<file path="config.mk">
export PLATFORM = sky130hd
export DESIGN_NAME = slave_port_v3
export DESIGN_NICKNAME = d
export VERILOG_FILES = /design/src/rtl/slave_port_v3.sv
export SDC_FILE = /design/constraint.sdc
export NUM_CORES = 1
export LEC_CHECK = 0
export CAP_MARGIN = 20
export CORE_MARGIN = 5
export CORE_UTILIZATION = 55
export CTS_CLUSTER_DIAMETER = 150
export DETAILED_ROUTE_END_ITERATION = 10
export PLACE_DENSITY = 0.71
export SLEW_MARGIN = 10
export SYNTH_ARGS = -nofsm -noshare
export SYNTH_HDL_FRONTEND = slang
export SYNTH_SLANG_ARGS = --single-unit
</file>
<file path="constraint.sdc">
create_clock -name clk -period 3.6 [get_ports clk]
set_clock_uncertainty 0.2 [all_clocks]
set_input_delay 0.36 -clock clk [delete_from_list [all_inputs] [get_ports clk]]
set_output_delay 0.36 -clock clk [all_outputs]
set_load 0.03 [all_outputs]
</file>
<file path="src/rtl/slave_port_v3.sv">
// slave_port_v3 -- serial bus slave with burst access to a local memory.
//
// A transaction starts when master_valid is seen in IDLE; mode is latched at
// that point (1 = write, 0 = read). The master then shifts ADDR_WIDTH address
// bits followed by BURST_WIDTH length bits, MSB first, on wr_bus. A write
// continues with LEN+1 words of DATA_WIDTH bits each. A read spends one cycle
// loading the first word and then streams LEN+1 words back on rd_bus.
// Addresses outside [BASE_ADDR, BASE_ADDR+MEM_DEPTH) raise slave_err for the
// rest of the transaction: writes are dropped and reads return zeros.
//
// Handshake: the slave samples wr_bus on every rising edge where slave_ready
// and master_valid are both high. A low master_valid while slave_ready is high
// aborts the transaction. rd_bus advances on every rising edge where
// slave_valid and master_ready are both high. A low master_ready stalls the
// stream for as long as it stays low.
//
// Ports:
//   clk, rst       rising-edge clock, synchronous active-high reset
//   mode           transaction direction, sampled on IDLE->ADDR
//   wr_bus         serial address/length/write data from the master
//   master_valid   wr_bus carries a valid bit
//   master_ready   master accepts the current rd_bus bit
//   rd_bus         serial read data, MSB first
//   slave_ready    slave samples wr_bus this cycle (ADDR, LEN, WDATA)
//   slave_valid    rd_bus holds a valid bit (SEND)
//   slave_err      current transaction misses the address window
module slave_port_v3 #(
  parameter int ADDR_WIDTH  = 16,
  parameter int DATA_WIDTH  = 8,
  parameter int BURST_WIDTH = 4,
  parameter int MEM_DEPTH   = 64,
  parameter int BASE_ADDR   = 0
) (
  input  logic clk,
  input  logic rst,
  input  logic mode,
  input  logic wr_bus,
  input  logic master_valid,
  input  logic master_ready,
  output logic rd_bus,
  output logic slave_ready,
  output logic slave_valid,
  output logic slave_err
);

  localparam int IW   = $clog2(MEM_DEPTH);
  localparam int MAXW = (ADDR_WIDTH > DATA_WIDTH)
                      ? ((ADDR_WIDTH > BURST_WIDTH) ? ADDR_WIDTH : BURST_WIDTH)
                      : ((DATA_WIDTH > BURST_WIDTH) ? DATA_WIDTH : BURST_WIDTH);
  localparam int CW   = $clog2(MAXW + 1);

  typedef enum logic [2:0] {IDLE, ADDR, LEN, WDATA, READ, SEND} state_t;

  state_t                 state, state_nxt;
  logic [CW-1:0]          bit_cnt;
  logic [BURST_WIDTH:0]   beat_cnt;
  logic                   mode_q;
  logic [ADDR_WIDTH-1:0]  addr;
  logic [BURST_WIDTH-1:0] len;
  logic [DATA_WIDTH-1:0]  shreg;
  logic [IW-1:0]          idx;
  logic                   hit;
  logic                   err;

  logic [DATA_WIDTH-1:0]  mem [MEM_DEPTH];

  logic                   addr_last, len_last, data_last, beat_last;
  logic [BURST_WIDTH-1:0] len_full;
  logic [DATA_WIDTH-1:0]  wdata_full;
  logic [IW-1:0]          idx_inc, idx_c;
  logic                   hit_c;

  // Window decode is done one bit wider than the address so that a window
  // ending exactly at the top of the address space still compares correctly.
  always_comb begin
    addr_last  = (bit_cnt == CW'(ADDR_WIDTH - 1));
    len_last   = (bit_cnt == CW'(BURST_WIDTH - 1));
    data_last  = (bit_cnt == CW'(DATA_WIDTH - 1));
    beat_last  = (beat_cnt == {1'b0, len});
    len_full   = {len[BURST_WIDTH-2:0], wr_bus};
    wdata_full = {shreg[DATA_WIDTH-2:0], wr_bus};
    idx_inc    = idx + 1'b1;
    hit_c      = ({1'b0, addr} >= (ADDR_WIDTH+1)'(BASE_ADDR)) &&
                 ({1'b0, addr} <  (ADDR_WIDTH+1)'(BASE_ADDR + MEM_DEPTH));
    idx_c      = IW'(addr - ADDR_WIDTH'(BASE_ADDR));
  end

  always_ff @(posedge clk) begin
    if (rst) state <= IDLE;
    else     state <= state_nxt;
  end

  always_comb begin
    state_nxt   = state;
    slave_ready = 1'b0;
    slave_valid = 1'b0;
    rd_bus      = 1'b0;
    slave_err   = err;
    case (state)
      IDLE:  if (master_valid) state_nxt = ADDR;
      ADDR: begin
        slave_ready = 1'b1;
        if (!master_valid)  state_nxt = IDLE;
        else if (addr_last) state_nxt = LEN;
      end
      LEN: begin
        slave_ready = 1'b1;
        if (!master_valid)  state_nxt = IDLE;
        else if (len_last)  state_nxt = mode_q ? WDATA : READ;
      end
      WDATA: begin
        slave_ready = 1'b1;
        if (!master_valid)               state_nxt = IDLE;
        else if (data_last && beat_last) state_nxt = IDLE;
      end
      READ:  state_nxt = SEND;
      SEND: begin
        slave_valid = 1'b1;
        rd_bus      = shreg[DATA_WIDTH-1];
        if (master_ready && data_last && beat_last) state_nxt = IDLE;
      end
      default: state_nxt = IDLE;
    endcase
  end

  always_ff @(posedge clk) begin
    if (rst) begin
      bit_cnt  <= '0;
      beat_cnt <= '0;
      mode_q   <= 1'b0;
      addr     <= '0;
      len      <= '0;
      shreg    <= '0;
      idx      <= '0;
      hit      <= 1'b0;
      err      <= 1'b0;
    end else begin
      case (state)
        IDLE: begin
          bit_cnt  <= '0;
          beat_cnt <= '0;
          if (master_valid) mode_q <= mode;
        end
        ADDR: if (master_valid) begin
          addr    <= {addr[ADDR_WIDTH-2:0], wr_bus};
          bit_cnt <= addr_last ? '0 : bit_cnt + 1'b1;
        end
        LEN: if (master_valid) begin
          len <= len_full;
          if (len_last) begin
            bit_cnt <= '0;
            hit     <= hit_c;
            err     <= !hit_c;
            idx     <= idx_c;
          end else begin
            bit_cnt <= bit_cnt + 1'b1;
          end
        end
        WDATA: if (master_valid) begin
          shreg <= wdata_full;
          if (data_last) begin
            bit_cnt  <= '0;
            beat_cnt <= beat_cnt + 1'b1;
            idx      <= idx_inc;
          end else begin
            bit_cnt <= bit_cnt + 1'b1;
          end
        end
        READ: shreg <= hit ? mem[idx] : '0;
        SEND: if (master_ready) begin
          if (data_last) begin
            // Reload the next word on the same edge so beats run back to back.
            bit_cnt  <= '0;
            beat_cnt <= beat_cnt + 1'b1;
            idx      <= idx_inc;
            shreg    <= hit ? mem[idx_inc] : '0;
          end else begin
            bit_cnt <= bit_cnt + 1'b1;
            shreg   <= shreg << 1;
          end
        end
        default: ;
      endcase
      // The error flag lives only as long as the transaction.
      if (state_nxt == IDLE) err <= 1'b0;
    end
  end

  // Memory has no reset; only complete, in-window beats are stored.
  always_ff @(posedge clk) begin
    if (!rst && state == WDATA && master_valid && data_last && hit)
      mem[idx] <= wdata_full;
  end

endmodule

</file>
# After elaboration in Yosys (flattened, before gate mapping)
# Memories as Yosys holds them, arrays and structs flattened. A register that Yosys moved wholly into a read port is not among the register bits.
# Cells that the tools add are included.
# op_classes
n_addsub,3
n_lt_le_gt_ge,1
eq_ne,14
muxes,41
n_reduce_logical,25
# ops
op,count
$mux W5,10
$mux W6,7
$mux W8,5
$mux W3,9
$pmux W5 S5,1
$pmux W8 S3,1
$pmux W3 S6,1
$pmux W6 S3,1
$lt A16 B7 Y1 const B,1
$pmux W5 S3,1
$add A5 B1 Y5 const B,2
$ne A2 B2 Y1 const B,5
$reduce_and A5 Y1,2
$reduce_and A3 Y1,3
$reduce_bool A3 Y1,3
$logic_and A1 B1 Y1,7
$add A6 B1 Y6 const B,1
$eq A3 B2 Y1 const B,2
$eq A3 B3 Y1 const B,2
$logic_not A3 Y1,2
$reduce_and A2 Y1,3
$eq A5 B2 Y1 const B,1
$eq A5 B3 Y1 const B,1
$eq A5 B4 Y1,1
7 further kinds,12
# totals
reg_bits,50
ramBits,512
input_bits,6
output_inout_bits,4
memories,1
# mem_list
memory,words,width,read_ports,rd_clocked_by_memory_dff,write_ports,line_no,source
mem,64,8,2,1,1,65,logic [DATA_WIDTH-1:0] mem [MEM_DEPTH];

# Depth between registers and ports, before layout
# Gate-level depths: netlist of run 1.
# logic_depth
word_depth,7
ltp_mapped,10

# Least setup slack after synthesis of run 1
# OpenSTA, ideal clock, no wires.
# synth_path
path_type,register to register
start,register idx[0]
end,memory mem[63][0] (enable)
setup_ns,0.370
arrival_time_ns,2.444
t_required_ns,3.030
path_slack_ns,0.585
path_stages_with_launch,9
synth_period_minus_slack_ns,3.015
cell_sequence,dfxtp_1 buf_4 buf_6 buf_6 buf_4 inv_1 nor4_1 nand3_1 nor2_1
# synth_rtl
item,line_no,source
from (decl),61,logic [IW-1:0] idx;
from (signal assigned),154,idx <= idx_c;
from (signal assigned),164,idx <= idx_inc;
from (signal assigned),175,idx <= idx_inc;
to (decl),65,
# No word-level cell before the write port.

# Worst setup path in the final report of run 1
# layout_path
start,register idx[1]
end,register shreg[3]
# layout_between
elab_chain_cells,6
# layout_rtl
item,line_no,source
$add A6 B1 Y6,82,idx_inc = idx + 1'b1;
$mem_v2 Z64 W8,--,
$mux W8,176,shreg <= hit ? mem[idx_inc] : '0;
$mux W8,171,if (data_last) begin
$mux W8,170,SEND: if (master_ready) begin
$pmux W8 S3,138,case (state)
to (signal assigned),169,READ: shreg <= hit ? mem[idx] : '0;
to (signal assigned),176,
to (signal assigned),179,shreg <= shreg << 1;
to (decl),60,logic [DATA_WIDTH-1:0] shreg;
# No other way between the ends. The select of a mux whose other input is x is not followed.
# A chain may end at the register's enable or synchronous reset.

==> impl_results.md, run 1 <==
- Status: complete, no violations
- Post-synthesis register bit count: 568
- Combinational power share: 0.5%
- Register area share after synthesis: 61.4%
- Setup slack, reg-to-reg: 180 ps
- CTS Buf Count: 55
- CP startpoint kind: flip-flop
- DR vias: 16700
- Die Y: 231 um
- Distinct cells, synth: 60
- Critical-path top delay cell: dfxtp_1
- Routed wire length: 75.9 mm
- Synth top area cells: edfxtp_1 57%, mux4_2 19%, mux2i_1 5.0%
- Kind of critical path: reg -> reg
- Hold WC Path Type: in -> reg
- Crit-path leading delay family: multiplexers
- Switching power: 2480 uW
- Fin crit share: 95.0%
- DRC: 0
- FF/Latch Area: 16500 um2
- Worst slew pin tran: 952 ps
- Final count of hold timing violations: 0
- Cell Rows: 81
- Rel. slew slack: 36.5%
- Crit. Startpoint: idx[1]$_SDFFE_PP0P_
- Area of the core: 48600 um2
- Final GP Congestion: 0.964
- Net Count, Synth: 1659
- FF-to-FF Start: idx[1]$_SDFFE_PP0P_
- Internal power: 10400 uW
- N_diodes: 0
- Vias/cell: 6.91
- Worst path depth: 8
- Final setup TNS: 0 ps
- RSZ-0062 raised after global routing: no
- H-Tree Depth: 2
- Arr. time, crit path: 3690 ps
- Gr usage total: 28.5%
- Most frequent CP cell: buf_12
- Clk_lat worst skew: 610 ps
- Min cycle time layout: 3420 ps
- Starting DRC count in detailed routing: 2270
- Max-cap violations: 0
- Predominant post-synthesis flop cell: edfxtp_1
- I/O pins: 10
- R2R Path End: shreg[3]$_SDFFE_PP0P_
- Leak pwr: 0.00919 uW
- CP endpoint: shreg[3]$_SDFFE_PP0P_
- Worst path max stage delay: 600 ps
- Post-synth EDFFs: 512
- Largest net degree at the start of global routing: 63
- Post-synth top area share: 57.2%
- Vias in the first global route: 16500
- CTS sink cnt: 568
- Fillers: 3461
- Crit. End Element: flip-flop
- Syn_area_per_cell: 16.3 um2
- TritonCTS clock tree: built
- Die X: 231 um
- Clk pwr share: 44.7%
- DRT antenna net count: 0
- Area occupied by multi-input gates: 9870 um2
- Syn Inst Count: 1648
- Worst Reg-to-Reg Cells: 8
- Achievable frequency: 0.292 GHz
- Fin util: 62.4%
- Total Nets Final: 1759
- Final WS setup: 181 ps
- Worst EP required: 3870 ps
- Yosys warnings: 0
- Clock Pin Slew Worst Setup and Hold Paths: 60 ps
- Drt pass-1 iters: 5
- PwrDens: 426 nW/um2
- Mapped Area: 26900 um2
- Initial antenna violation count: 2
- Sequential Power Share: 54.8%
- Dpl ws: 41.7 ps
- Critical path cell sequence: ha_4 > buf_12 > buf_12 > mux4_2 > mux2i_1 > a211oi_1 > a211oi_2 > a31oi_1
- Post-DP HPWL: 50.1 mm
- Slew Limit Fails: 0
- Initial core utilization: 55.2%
- Die ar.: 53300 um2
- Asr flop ratio synth: 0%
- Clock Path Buffers: 3
- Cell taking the most area after synthesis: edfxtp_1
- Share of layout cells above drive strength 1: 27.5%
- Final setup viols: 0
- Grt total ovfl: 0
- I/O Buffers: 9
- Total setup buffers inserted after CTS: 0
- Most numerous cell in the Yosys netlist: edfxtp_1
- Avg WL per Cell: 31.5 um
- CP max FO: 57
- Synth-to-Final Area Change: 13.0%
- Pwr Total: 12900 uW
- Max IR drop VDD: 0.337 mV
- Sw frac: 19.2%
- CP bufs+invs: 2
- Clock root cell: clkbuf_16
- Synth cell count leaders: 512 x edfxtp_1, 229 x mux4_2, 139 x nor2_1, 135 x mux2i_1, 93 x nand2_1
- Global-route wire length before repair: 112 mm
==> power groups by stage <==
stage | registers [uW] | logic, uW | clock network [uW]
after detailed placement | 7230 | 60.8 | 0
after floorplan | 7230 | 28.9 | 0
final | 7090 | 63.7 | 5780
after CTS | 7090 | 61.9 | 5840
after global routing | 7080 | 68.3 | 6140
after global placement | 7230 | 59.8 | 0
==> tightest hold or removal path, cell delays in order <==
cell and delay, ps:
clkdlybuf4s50_1 400, nand3_1 80, a21oi_1 60
==> through the flow <==
| step | hold slack (ps) | instance area (um2) | instances |
|---|---|---|---|
| finish | 131 | 30400 | 2413 |
| CTS | 110 | 30300 | 2412 |
| global route | 140 | 30400 | 2413 |
| detailed placement | 248 | 28500 | 2311 |
| floorplan | 236 | 26900 | 1648 |
| global placement | 243 | 28500 | 2311 |
==> worst min path at each step <==
stage                          startpoint                    end  slack [ps]  cells after the start
CTS                                  mode    mode_q$_SDFFE_PP0P_         110                      3
finish                               mode    mode_q$_SDFFE_PP0P_         130                      3
detailed placement  addr[15]$_SDFFE_PP0P_  addr[15]$_SDFFE_PP0P_         250                      2
floorplan           addr[15]$_SDFFE_PP0P_  addr[15]$_SDFFE_PP0P_         240                      2
global placement    addr[15]$_SDFFE_PP0P_  addr[15]$_SDFFE_PP0P_         240                      2
global route                         mode    mode_q$_SDFFE_PP0P_         140                      3
==> layout make-up <==
type / count / share of cell area, %
multi-input combinational: 958 / 32.5
sequential: 568 / 54.4
clock inverter: 30 / 1.07
clock buffer: 70 / 4.79
timing repair buffer: 154 / 4.49
tap: 622 / 2.56
inverter: 11 / 0.136
==> layout by cell type (no fill, tap or decap), types with 22 or more instances in the layout <==
cell type	instances
a21oi_1	64
mux2i_1	135
nand2_1	93
buf_4	129
dfxtp_1	45
edfxtp_1	512
a22oi_1	47
o22ai_1	24
a211oi_1	22
nor2_1	138
clkbuf_16	55
mux4_2	229
==> per-layer routing <==
metal	global-route usage [%]	part of all wire (%)	wire length, um	vias up
li1	-	-	-	6925
met1	42.5	40	30500	8601
met2	44.3	47	35800	1015
met3	4.83	9.9	7530	137
met4	7.65	2.8	2130	0
met5	0	0	0	-
==> state kept, by name, summed over array words and instances (netlist names), 3 cells and up, named ones only <==
| signal | flops |
|---|---|
| state | 3 |
| bit_cnt | 5 |
| addr | 16 |
| beat_cnt | 5 |
| idx | 6 |
| shreg | 8 |
| mem | 512 |
| len | 4 |
==> cell families after synthesis <==
group | share of synthesized area [%]
mux | 24.8
compound gates | 5.49
simple gates | 5.64
buf+inv | 2.04
fa+ha+maj | 0.233
xor+xnor | 0.391
flops | 61.4
==> what timing repair did <==
| item | 4_1_cts | 5_1_grt |
|---|---|---|
| hold buffers | 1 | 0 |
| resized for setup | 1 | 2 |
| hold endpoints to repair | 13 | 0 |
| pin swaps | 0 | 0 |
| endpoints found under the setup margin | 1 | 2 |
(Power assumes the default switching activity.)
==> run 2, diff against run 1 <==
CORE_ASPECT_RATIO = 0.7   (was unset)
GPL_TIMING_DRIVEN = 0   (was unset)
==> run 2 against run 1 <==
The run now ends with setup timing left. Via count grew 7.5%. Sequential share of layout area shrank 1.8 points. Final cell count grew 2.0%. Cell area grew 3.3%. Setup slack lost 300 ps. Power grew 2.5%. Sequential cell count is the same. Critical endpoint is now shreg[1]$_SDFFE_PP0P_. Largest power group unchanged.
==> impl_results.md, run 2 (same netlist as run 1, synthesis figures left out) <==
- Fin util: 65.2% (+2.8 points)
- Avg WL per Cell: 35.7 um (+14%)
- Max-cap violations: 0 (unchanged)
- Leak pwr: 0.00936 uW (+1.9%)
- DR vias: 17900 (+7.5%)
- Critical-path top delay cell: a211oi_1
- Largest regs: mem: 512 flops, addr: 16 flops, shreg: 8 flops
- Pwr Total: 13300 uW (+2.5%)
- Rel. slew slack: 22.6% (-14 points)
- Largest net degree at the start of global routing: 67 (+6.3%)
- Gr usage total: 32.6% (+4.1 points)
- Worst EP required: 3850 ps (-20 ps)
- Clock Pin Slew Worst Setup and Hold Paths: 70 ps (about the same)
- TritonCTS clock tree: built
- CTS sink cnt: 568 (unchanged)
- DRC: 0 (unchanged)
- Grt total ovfl: 0 (unchanged)
- Die ar.: 53400 um2 (+0.13%)
- Initial core utilization: 55.8% (+0.61 points)
- Vias/cell: 7.28 (+5.4%)
- Kind of critical path: reg -> reg
- DRT antenna net count: 0 (unchanged)
- H-Tree Depth: 2 (unchanged)
- Status: finished, violations left
- Routed wire length: 88.0 mm (+16%)
- Max IR drop VDD: 0.442 mV (+31%)
- CP startpoint kind: flip-flop
- Die X: 274 um (+19%)
- Clk_lat worst skew: 650 ps (+40 ps)
- Max reg flops: 512 (unchanged)
- Clock root cell: clkbuf_16
- Global-route wire length before repair: 123 mm (+10%)
- Vias in the first global route: 16900 (+2.6%)
- Post-DP HPWL: 59.6 mm (+19%)
- I/O Buffers: 9 (unchanged)
- Commonest non-fill, non-tap cell in the layout: edfxtp_1
- N_diodes: 0 (unchanged)
- Worst slew pin tran: 1150 ps (+200 ps)
- Failing checks: setup timing
- WHS Path Cells: 3 (unchanged)
- Cells after DPL: 2319 (+0.35%)
- Final count of hold timing violations: 0 (unchanged)
- Achievable frequency: 0.269 GHz (-8.0%)
- Synth-to-Final Area Change: 16.8%
- Final instance area: 31400 um2 (+3.3%)
- Clock Path Buffers: 3 (unchanged)
- Worst hold start: mode
- Worst path max stage delay: 430 ps (-170 ps)
- Crit. End Element: flip-flop
- Final GP Congestion: 1.03 (+6.4%)
- Cell Rows: 67 (-17%)
- Area of the core: 48100 um2 (-1.1%)
- Top reg by flops: mem
- Final setup viols: 4 (+4)
- Slew Limit Fails: 0 (unchanged)
- Critical path cell sequence: buf_4 > buf_4 > buf_4 > nor2b_1 > clkbuf_2 > a22oi_1 > a21oi_2 > nor3_1 > a211oi_1 > a31oi_1
- Fin crit share: 103% (+8.3 points)
- Share of layout cells above drive strength 1: 31.1% (+3.6 points)
- Starting DRC count in detailed routing: 3027 (+33%)
- Initial antenna violation count: 2 (unchanged)
- Die Y: 195 um (-16%)
- Final hold slack: 105 ps (-25.6 ps)
- Most frequent cells in the layout: 512 x edfxtp_1, 229 x mux4_2, 135 x mux2i_1
- CP max FO: 10 (-82%)
- End of the worst hold path: mode_q$_SDFFE_PP0P_
- Hold WC Path Type: in -> reg
- PwrDens: 423 nW/um2 (-0.74%)
- Setup slack, reg-to-reg: -120 ps (-300 ps)
- CTS Buf Count: 54 (-1.8%)
- R2R Path End: shreg[1]$_SDFFE_PP0P_
- Arr. time, crit path: 3970 ps (+280 ps)
- Most frequent CP cell: buf_4
- Min cycle time layout: 3720 ps (+299 ps)
- Final std cells w/o fill: 2461 (+2.0%)
- I/O pins: 10 (unchanged)
- Worst Reg-to-Reg Cells: 10 (+2)
- Total Nets Final: 1773 (+0.80%)
- Final WS setup: -118 ps (-299 ps)
- Dpl cell area: 27900 um2 (-2.1%)
- Drt pass-1 iters: 5 (unchanged)
==> run 2: per-layer routing <==
layer / global-route usage (%) / up-vias / routed length (um)
li1: - / 6978 / -
met1: 47.2 / 9110 / 33000
met2: 43.4 / 1580 / 35800
met3: 16.3 / 254 / 15600
met4: 9.95 / 6 / 3350
met5: 1.63 / - / 168
==> run 2: worst max-delay path by stage <==
stage | to | cells past startpoint
2_1_floorplan | mem[63][0]$_DFFE_PP_ | 8
3_3_place_gp | mem[15][4]$_DFFE_PP_ | 8
3_5_place_dp | mem[63][6]$_DFFE_PP_ | 8
4_1_cts | mem[22][1]$_DFFE_PP_ | 7
5_1_grt | shreg[2]$_SDFFE_PP0P_ | 10
6_report | shreg[1]$_SDFFE_PP0P_ | 10
==> run 2: stage by stage <==
| stage | setup TNS [ps] | setup WS [ps] |
|---|---|---|
| final | -210 | -118 |
| after global routing | -189 | -85.2 |
| after CTS | -13300 | -140 |
| after global placement | -373700 | -1170 |
| after detailed placement | -408130 | -1200 |
| after floorplan | 0 | 585 |
==> run 2: layout make-up <==
type | count | area [um2]
Timing Repair Buffer | 60 | 976
Fill cell | 3292 | 16800
Sequential cell | 568 | 16500
Clock buffer | 75 | 1530
Clock inverter | 25 | 358
Inverter | 11 | 45.0
Tap cell | 655 | 820
Multi-Input combinational cell | 958 | 10500
Buffer | 109 | 644
==> run 2: repair_timing <==
action / 4_1_cts / 5_1_grt
endpoints found under the hold margin: 10 / 0
pin swaps: 12 / 25
setup buffers: 15 / 26
endpoints found under the setup margin: 522 / 520
hold buffers: 1 / 0
cloned: 0 / 0
resized for setup: 210 / 48
==> run 2: power by group <==
| part | total, uW | switching [uW] | internal, uW |
|---|---|---|---|
| clock network | 6110 | 2570 | 3540 |
| logic | 65.0 | 47.5 | 17.4 |
| registers | 7090 | 1.36 | 7080 |
| total | 13300 | 2610 | 10600 |
==> run 2: critical path, delay by kind of cell (launching register included) <==
| family | cells | cell delay (ps) |
|---|---|---|
| AOI/OAI and AO/OA | 4 | 1190 |
| buffers and inverters | 4 | 1350 |
| and+or+nand+nor | 2 | 380 |
| DFF | 1 | 390 |
==> run 3, diff against run 2 <==
CORE_ASPECT_RATIO = unset   (was 0.7)
==> run 3 against run 2 <==
The flow still finishes with violations (setup timing). Sequential cell count stayed put. Sequential power about the same. Non-clock buffer count is 23 lower. Worst hold slack got worse by 7.1 ps. Register-to-register slack better by 90 ps. Die area is 0.13% lower. Global-route usage shrank 0.75 points. Via count is 2.1% lower. Clock power down 4.1%. Clock-buffer cell count is 9 lower. Critical path depth decreased by 1. Largest cell class unchanged.
==> impl_results.md, run 3 (same netlist as run 1, synthesis figures left out) <==
- I/O Buffers: 9 (unchanged)
- Final setup TNS: -34.5 ps (+175 ps)
- Area of the core: 48600 um2 (+1.1%)
- Final WS setup: -27.4 ps (+90.8 ps)
- Die Y: 231 um (+19%)
- Leak pwr: 0.00913 uW (-2.5%)
- Worst slew pin tran: 1200 ps (+43.9 ps)
- Worst EP required: 3950 ps (+100 ps)
- DRC: 0 (unchanged)
- DR vias: 17500 (-2.1%)
- Sequential Power Share: 54.5% (+1.0 points)
- Fillers: 3375 (+2.5%)
- Top reg by flops: mem
- Fin util: 63.3% (-1.8 points)
- Most frequent cells in the layout: 512 x edfxtp_1, 229 x mux4_2, 133 x mux2i_1
- N_diodes: 0 (unchanged)
- Max reg flops: 512 (unchanged)
- I/O pins: 10 (unchanged)
- TritonCTS clock tree: built
- Pwr Total: 13000 uW (-1.8%)
- Worst path depth: 9 (-1)
- Dpl cell area: 27900 um2 (-0.16%)
- Most frequent CP cell: buf_2
- Largest regs: mem: 512 flops, addr: 16 flops, shreg: 8 flops
- PwrDens: 423 nW/um2 (about the same)
- Initial antenna violation count: 2 (unchanged)
- Worst Reg-to-Reg Cells: 9 (-1)
- Final setup viols: 2 (-2)
- Grt total ovfl: 0 (unchanged)
- CTS Buf Count: 59 (+9.3%)
- Largest net degree at the start of global routing: 49 (-27%)
- Achievable frequency: 0.276 GHz (+2.5%)
- Crit-path leading delay family: buffers and inverters
- Vias/cell: 7.26 (-0.28%)
- Internal power: 10400 uW (-2.7%)
- Final instance area: 30800 um2 (-1.8%)
- Sw frac: 20.4% (+0.70 points)
- Starting DRC count in detailed routing: 2722 (-10%)
- Critical-path top delay cell: dfxtp_1
- Clock Pin Slew Worst Setup and Hold Paths: 60 ps (about the same)
- Worst path max stage delay: 510 ps (+80 ps)
- Drt pass-1 iters: 8 (+3)
- Crit. End Element: flip-flop
- Max-cap violations: 0 (unchanged)
- CTS sink cnt: 568 (unchanged)
- Rel. slew slack: 20.3% (-2.3 points)
- Failing checks: setup timing
- Fin crit share: 101% (-2.5 points)
- Arr. time, crit path: 3970 ps (about the same)
- Synth-to-Final Area Change: 14.7%
- Min cycle time layout: 3630 ps (-90.8 ps)
- Final hold slack: 97.8 ps (-7.14 ps)
- CP bufs+invs: 3 (-1)
- DRT antenna net count: 0 (unchanged)
- Status: finished, violations left
- Total Nets Final: 1755 (-1.0%)
- Combinational power share: 0.5% (about the same)
- Final count of hold timing violations: 0 (unchanged)
- WHS Path Cells: 3 (unchanged)
- Post-DP HPWL: 57.8 mm (-3.1%)
- Clk pwr share: 45.0% (-1.1 points)
- Global-route wire length before repair: 122 mm (-1.1%)
- CP max FO: 10 (unchanged)
- Share of layout cells above drive strength 1: 30.2% (-0.95 points)
- Critical path cell sequence: buf_2 > buf_2 > nor2_1 > clkbuf_2 > a22oi_1 > a21oi_1 > nor3_1 > a211oi_2 > a31oi_1
- Clock Path Buffers: 3 (unchanged)
- Kind of critical path: reg -> reg
- H-Tree Depth: 2 (unchanged)
- Clock root cell: clkbuf_16
- Die X: 231 um (-16%)
- Cell Rows: 81 (+21%)
- Final GP Congestion: 1.03 (+0.36%)
- Vias in the first global route: 17200 (+1.5%)
- Clk_lat worst skew: 630 ps (-20 ps)
- Die ar.: 53300 um2 (-0.13%)
- Commonest non-fill, non-tap cell in the layout: edfxtp_1
- Switching power: 2660 uW (+1.7%)
- Avg WL per Cell: 35.2 um (-1.6%)
- Slew Limit Fails: 0 (unchanged)
- Routed wire length: 84.9 mm (-3.4%)
- Max IR drop VDD: 0.452 mV (+2.4%)
- Gr usage total: 31.8% (-0.75 points)
- CP startpoint kind: flip-flop
- Hold WC Path Type: in -> reg
- Initial core utilization: 55.2% (-0.61 points)
## run 3: cell count changes in the layout (fill, tap and decap cells not counted), sizes merged
cell / previous run / this run
clkinv: 14 / 37
buf: 104 / 87
clkbuf: 130 / 114
bufinv: 8 / 3
clkdlybuf4s18: 0 / 1
inv: 10 / 11
## run 3: power groups by stage
stage | clock network (uW) | registers (uW) | logic (uW)
2_1_floorplan | 0 | 7230 | 28.9
3_3_place_gp | 0 | 7230 | 58.9
3_5_place_dp | 0 | 7230 | 61.7
4_1_cts | 5890 | 7090 | 62.8
5_1_grt | 6150 | 7090 | 69.2
6_report | 5860 | 7090 | 64.7
## run 3: area by class of cell
class                   count  area [um2]  area share (%)
plain buffers             108         636            2.06
clock buffers              66        1520            4.95
clock inverters            44         315            1.02
inverters                  11        41.3           0.134
multi-input cells         958       10500            34.0
flip-flops and latches    568       16500            53.6
well taps                 622         778            2.53
repair buffers             38         543            1.76
## run 3: path summary, 6_finish.rpt
kind         slack [ps]                   from               endpoint
max                 -30              flip-flop  shreg[3]$_SDFFE_PP0P_
min                 100                   mode    mode_q$_SDFFE_PP0P_
max reg2reg         -30              flip-flop  shreg[3]$_SDFFE_PP0P_
min reg2reg         270  addr[13]$_SDFFE_PP0P_  addr[14]$_SDFFE_PP0P_
## run 3: tightest hold or removal path, delay by kind of cell
kind / cells / cell delay, ps
and+or+nand+nor: 1 / 70
AOI/OAI and AO/OA: 1 / 60
buffers and inverters: 1 / 400
## run 3: repair_timing
item / in CTS / in global routing
hold buffers: 1 / 0
endpoints found under the hold margin: 1 / 0
pin swaps: 14 / 2
resized for setup: 210 / 37
endpoints found under the setup margin: 522 / 458
buffers inserted: 14 / 5
## run 3: layer usage
layer  share of wire [%]  wire [um]  vias up  global-route usage (%)
li1                    -          -     6946                       -
met1                  37      31200     8979                    44.4
met2                  44      37700     1355                    47.3
met3                  14      11500      262                    9.78
met4                 5.3       4460        2                    13.5
met5               0.015         13        -                       0
## run 3: through the flow
stage / setup WS [ps] / instances
floorplan: 585 / 1648
global placement: -1100 / 2279
detailed placement: -1170 / 2287
CTS: -26.6 / 2410
global route: -0.607 / 2415
finish: -27.4 / 2415
